File: src/rtl/fb_rect_fill.sv
// Rectangle-fill engine: accepts one rectangle command and writes each pixel
// in raster order to the framebuffer write port, one per granted cycle.
module fb_rect_fill #(
  parameter int unsigned WIDTH      = 64,
  parameter int unsigned HEIGHT     = 64,
  parameter int unsigned COLOR_BITS = 4,
  localparam int unsigned XW = $clog2(WIDTH),
  localparam int unsigned YW = $clog2(HEIGHT)
) (
  input  logic                  clk,
  input  logic                  rst,
  input  logic                  cmd_valid,
  output logic                  cmd_ready,
  input  logic [XW-1:0]         cmd_x0,
  input  logic [YW-1:0]         cmd_y0,
  input  logic [XW-1:0]         cmd_x1,
  input  logic [YW-1:0]         cmd_y1,
  input  logic [COLOR_BITS-1:0] cmd_color,
  output logic                  fb_we,
  output logic [XW+YW-1:0]      fb_waddr,
  output logic [COLOR_BITS-1:0] fb_din,
  input  logic                  fb_grant,
  output logic                  busy,
  output logic                  done
);

  typedef enum logic [1:0] {IDLE, WRITE, DONE} state_t;

  state_t                state;
  logic [XW-1:0]         xl, xh, x;
  logic [YW-1:0]         yl, yh, y;
  logic [COLOR_BITS-1:0] color;

  logic [XW-1:0] x_min, x_max;
  logic [YW-1:0] y_min, y_max;

  always_comb begin
    x_min = (cmd_x0 < cmd_x1) ? cmd_x0 : cmd_x1;
    x_max = (cmd_x0 < cmd_x1) ? cmd_x1 : cmd_x0;
    y_min = (cmd_y0 < cmd_y1) ? cmd_y0 : cmd_y1;
    y_max = (cmd_y0 < cmd_y1) ? cmd_y1 : cmd_y0;
  end

  always_ff @(posedge clk or posedge rst) begin
    if (rst) begin
      state <= IDLE;
      xl    <= '0;
      xh    <= '0;
      yl    <= '0;
      yh    <= '0;
      x     <= '0;
      y     <= '0;
      color <= '0;
    end else begin
      case (state)
        IDLE: begin
          if (cmd_valid) begin
            xl    <= x_min;
            xh    <= x_max;
            yl    <= y_min;
            yh    <= y_max;
            x     <= x_min;
            y     <= y_min;
            color <= cmd_color;
            state <= WRITE;
          end
        end
        WRITE: begin
          // Cursor only moves on a granted write; otherwise address/data hold.
          if (fb_grant) begin
            if (x != xh) begin
              x <= x + XW'(1);
            end else if (y != yh) begin
              x <= xl;
              y <= y + YW'(1);
            end else begin
              state <= DONE;
            end
          end
        end
        DONE:    state <= IDLE;
        default: state <= IDLE;
      endcase
    end
  end

  assign cmd_ready = (state == IDLE);
  assign busy      = (state != IDLE);
  assign fb_we     = (state == WRITE);
  assign done      = (state == DONE);
  assign fb_waddr  = {y, x};
  assign fb_din    = color;

endmodule
File: config.mk
export PLATFORM = sky130hd
export DESIGN_NAME = fb_rect_fill
export DESIGN_NICKNAME = d
export VERILOG_FILES = /design/src/rtl/fb_rect_fill.sv
export SDC_FILE = /design/constraint.sdc
export NUM_CORES = 1
export LEC_CHECK = 0
export ABC_CLOCK_PERIOD_IN_PS = 2600
export BUFFER_PORTS_ARGS = -buffer_cell sky130_fd_sc_hd__buf_2
export CAP_MARGIN = 20
export CORE_MARGIN = 2
export CORE_UTILIZATION = 54
export CTS_CLUSTER_DIAMETER = 50
export DETAILED_ROUTE_END_ITERATION = 12
export PLACE_DENSITY = 0.89
export SLEW_MARGIN = 20
export SYNTH_ARGS = -nofsm -noshare
export SYNTH_HDL_FRONTEND = slang
export SYNTH_SLANG_ARGS = --single-unit
File: constraint.sdc
create_clock -name clk -period 2.6 [get_ports clk]
set_clock_uncertainty 0.05 [all_clocks]
set_input_delay 0.39 -clock clk [delete_from_list [all_inputs] [get_ports clk]]
set_output_delay 0.39 -clock clk [all_outputs]
set_load 0.02 [all_outputs]
**Word level (Yosys, flattened, before mapping)**

Cells that the tools add are included.
Widths: inputs -> output; s select.

- Reduce and logical (&&, ||, !) cells: 7
- Order comparisons: 2
- Equal/unequal tests: 10
- Mux-type cells: 19
- Add/sub/neg operators: 2

Operators by type and width:

| kind | count |
|---|---|
| $mux 6 | 12 |
| $pmux 6 s2 | 2 |
| $add 6x1->6 const B | 2 |
| $lt 6x6->1 | 2 |
| $ne 6x6->1 | 2 |
| $mux 2 | 4 |
| $reduce_and 4->1 | 2 |
| $ne 2x2->1 const B | 3 |
| $reduce_and 5->1 | 1 |
| $ne 2x1->1 const B | 2 |
| $pmux 2 s2 | 1 |
| $reduce_bool 2->1 | 2 |
| $ne 3x1->1 const B | 1 |
| $eq 2x1->1 const B | 1 |
| $eq 2x2->1 const B | 1 |
| $logic_not 2->1 | 1 |
| $reduce_and 2->1 | 1 |

- Register bits after elaboration: 36
- Word-level logic and storage cells: 47
- Input port bits: 32
- Output and inout bits: 20

**Longest topological paths before layout**

- Depth after elaboration: 5
- Depth in mapped cells: 8
- Gate-level depth less buffers: 7

**Worst setup path after synthesis**

OpenSTA, ideal clock, no wires.

- Path type: reg-to-reg
- Start: register x[2]
- End: register y[0]
- Setup time: 0.125 ns
- Path buffers: 0
- Required time: 2.425 ns
- Cell stages (with the launch flop): 6
- Clock period less this slack: 2.135 ns
- Slack: 0.465 ns
- Arrival time: 1.960 ns
- Cells stage by stage: dfrtp_1 xor2_1 nor4_4 nand2_4 o31ai_4 mux2_2

- Longest elaborated chain between the ends: 3

Ends and longest elaborated chain:

| what | line | source |
|---|---|---|
| from (decl) | 30 | `logic [XW-1:0] xl, xh, x;` |
| from (signal assigned) | 62 | `x <= x_min;` |
| from (signal assigned) | 72 | `x <= x + XW'(1);` |
| from (signal assigned) | 74 | `x <= xl;` |
| $ne 6x6->1 | 71 | `if (x != xh) begin` |
| $ne 2x2->1 (no source line) | -- |  |
| $reduce_and 5->1 (no source line) | -- |  |
| to (signal assigned) | 63 | `y <= y_min;` |
| to (signal assigned) | 75 | `y <= y + YW'(1);` |
| to (decl) | 31 | `logic [YW-1:0] yl, yh, y;` |

Every way passes these cells.
A chain may end at the register's enable or synchronous reset.

**Final worst setup path**

Ends and elaborated chain as after synthesis.

==> impl_metrics.csv <==
group,metric,value,unit
run_status,status,"finished clean",
grt,track_usage,0.230,
routing,drt_wl_total,5170,um
clocking,cts_tree,"yes",
timing,rsz0062_at_grt,"no",
clocking,post_cts_resize_count,0,
placed_design,place_ws,0.373,ns
yosys,ys.warnings.count,0,
power_and_ir_drop,p_per_area,887,mW/mm^2
routing,drt-wirelength-per-cell,13.8,um
clocking,h-tree-depth,2,
floorplanning,std_cell_rows,23,
routing,ant_nets,0,
yosys,postSynthAreaPerCell,8.73,um^2
cells_and_area,post-route-util,0.674,
grt,antenna_found_initial,0,
critical_path,cp_max_fo,10,
placed_design,post-dp-hpwl,4030,um
timing,worstMarginPinSlew,0.437,ns
routing,vias_per_cell,5.49,
cells_and_area,nNetsFinal,367,
placed_design,numPortBuffers,51,
floorplanning,die_h,69.7,um
critical_path,r2r-start,"x[2]$_DFFE_PP0P_",
critical_path,cp_cell_sequence,"xor2_1 -> nor4_4 -> nand2_4 -> o31ai_4 -> mux2_2",
clocking,cts-root-buf,"clkbuf_8",
floorplanning,core-area,0.00409,mm^2
yosys,synth_mux_area_frac,0.0892,
floorplanning,ios,52,
yosys,synth_edf_count,0,
critical_path,r2r-end,"y[0]$_DFFE_PP0P_",
grt,grt_start_max_net_pins,37,
timing,period_needed,2.25,ns
floorplanning,die_x,69.7,um
yosys,async_reset_ff_frac,1.00,
clocking,postCtsHoldBufs,0,
yosys,synth_ff_type,"dfrtp_1",
critical_path,slowest_stage,"o31ai_4",
cells_and_area,fillers,320,
cells_and_area,num_antenna_cells,0,
timing,setup_viol,0,
placed_design,globalplace.congestion,0.828,
yosys,yosys.area_share.simple,0.193,
hold_path,hold_class,"primary input to asynchronous set/reset pin",
yosys,synth_cell_types,38,
clocking,clkTransAtPathRegs,0.08,ns
yosys,yosysSeqAreaShare,0.387,
flow_run,cap_violations,0,
yosys,synth-compound-area-share,0.168,
timing,setup_tns,0,ns
clocking,insertion_delay,0.29,ns
floorplanning,die-area,0.00486,mm^2
timing,worst_slack,0.351,ns
critical_path,cp-end-kind,"flop",
routing,num_vias,2052,
yosys,synth_fa_ha_area_frac,0.0644,
clocking,cts_buffers,5,
cells_and_area,area_growth_syn_to_layout,18.2,%
routing,drtPass1Iterations,5,
timing,period_share,0.865,
cells_and_area,drive_above_1_share,0.250,
grt,grt_pass1_vias,1884,
critical_path,reg2reg_slack,0.35,ns
critical_path,crit_type,"flop to flop",
timing,maxSlewViolCount,0,
floorplanning,start_util,0.570,
yosys,syn_area,0.00233,mm^2
critical_path,critPathRequiredTime,2.73,ns
yosys,synth_xor_xnor_area_share,0.0602,
yosys,synth_top_family_by_area,"simple AND/OR/NAND/NOR gates",
timing,max_freq,445,MHz
timing,whs,0.127,ns
clocking,cts_setup_buffers,0,
critical_path,slowest_delay,0.48,ns
power_and_ir_drop,p_leak,1.44,nW
yosys,ys_ff_latch,36,
timing,relSlewSlack,0.705,
critical_path,critPathLaunch,"x[2]$_DFFE_PP0P_",
routing,first_iter_violations,210,
yosys,syn_inst,267,
clocking,cts_buffer_depth,2,
yosys,synth_fp_nets,311,
timing,hold_viol,0,
grt,grt_pass1_wl,8860,um
critical_path,startpoint_type,"flop",
grt,overflow,0,
critical_path,arrival,2.38,ns
critical_path,reg2reg_depth,5,
routing,drc,0,
power_and_ir_drop,max-vdd-ir-drop,0.000328,V
power_and_ir_drop,power,2.44,mW
clocking,cts.sinks,36,
==> cells in the mapped netlist (2+ instances only) <==
cell type	count	area, um^2
nand2_1	43	161
mux2_2	6	67.6
nand2b_1	7	43.8
dfrtp_1	36	901
mux2i_1	14	140
o21ai_0	22	110
nor2_1	22	82.6
inv_1	15	56.3
ha_1	12	150
xnor2_1	2	17.5
nand4_1	3	18.8
and2_1	2	12.5
nand3_1	7	35.0
clkbuf_1	9	33.8
a21oi_1	27	135
nor3_1	4	20.0
o221ai_2	2	30.0
xor2_1	14	123
==> through the flow <==
stage                     cells  instance area (um^2)
after floorplan             267                  2330
after global placement      366                  2670
after detailed placement    366                  2670
after CTS                   374                  2750
after global routing        374                  2750
final                       374                  2750
==> power breakdown <==
group          switching (mW)  internal, mW  total, mW
registers               0.226         0.777       1.00
clock network           0.206         0.186      0.393
logic                   0.590         0.459       1.05
==> placed cells by master (no fill, tap or decap), types with 2 or more instances in the layout <==
cell type  instances
a21oi_1           27
clkinv_2           2
xor2_1            14
o221ai_2           2
and2_1             2
o21ai_0           22
nor3_1             4
inv_1             15
mux2_2             6
clkbuf_8           5
dfrtp_1           36
mux2i_1           14
nand2b_1           7
nand3_1            7
ha_1              12
xnor2_1            2
nor2_1            22
buf_2             51
nand2_1           43
buf_4              7
nand4_1            3
==> flip-flops by register name, indices dropped and copies added, names as in the netlist <==
name,flops
state,2
fb_din,4
xh,6
y,6
yh,6
xl,6
x,6
==> how the worst max path moves through the flow <==
stage          slack [ns]                to  cells after the start
2_1_floorplan        0.46  y[0]$_DFFE_PP0P_                      5
3_3_place_gp         0.38  y[0]$_DFFE_PP0P_                      5
3_5_place_dp         0.37  y[1]$_DFFE_PP0P_                      5
4_1_cts              0.35  y[1]$_DFFE_PP0P_                      5
5_1_grt              0.26  y[5]$_DFFE_PP0P_                      6
6_report             0.35  y[0]$_DFFE_PP0P_                      5
==> layer usage <==
layer	GRT usage	vias up	wire length, um
li1	-	1035	-
met1	0.319	948	2370
met2	0.365	63	2430
met3	0.0436	6	297
met4	0.0726	0	74
met5	0	-	0
==> worst max-delay path: cells and delay by family, from the launching register on <==
kind                      cells  cell delay (ns)
DFF                           1             0.46
AOI/OAI and AO/OA             1             0.48
xor gates and xnor gates      1             0.21
and+or+nand+nor               2             0.54
muxes                         1             0.38
==> logic make-up after synthesis <==
group	count (synthesis)
simple gates	96
compound gates	63
buf+inv	24
mux	20
fa+ha+maj	12
flops	36
xor+xnor	16
==> cell type report <==
cell class	count	area, um^2	share of cell area
Clock buffer	5	68.8	0.0250
Multi-Input combinational cell	207	1340	0.486
Tap cell	50	62.6	0.0227
Timing Repair Buffer	58	308	0.112
Sequential cell	36	901	0.327
Clock inverter	3	18.8	0.00682
Inverter	15	56.3	0.0204
Note: power is estimated with default switching activity, not from simulation.
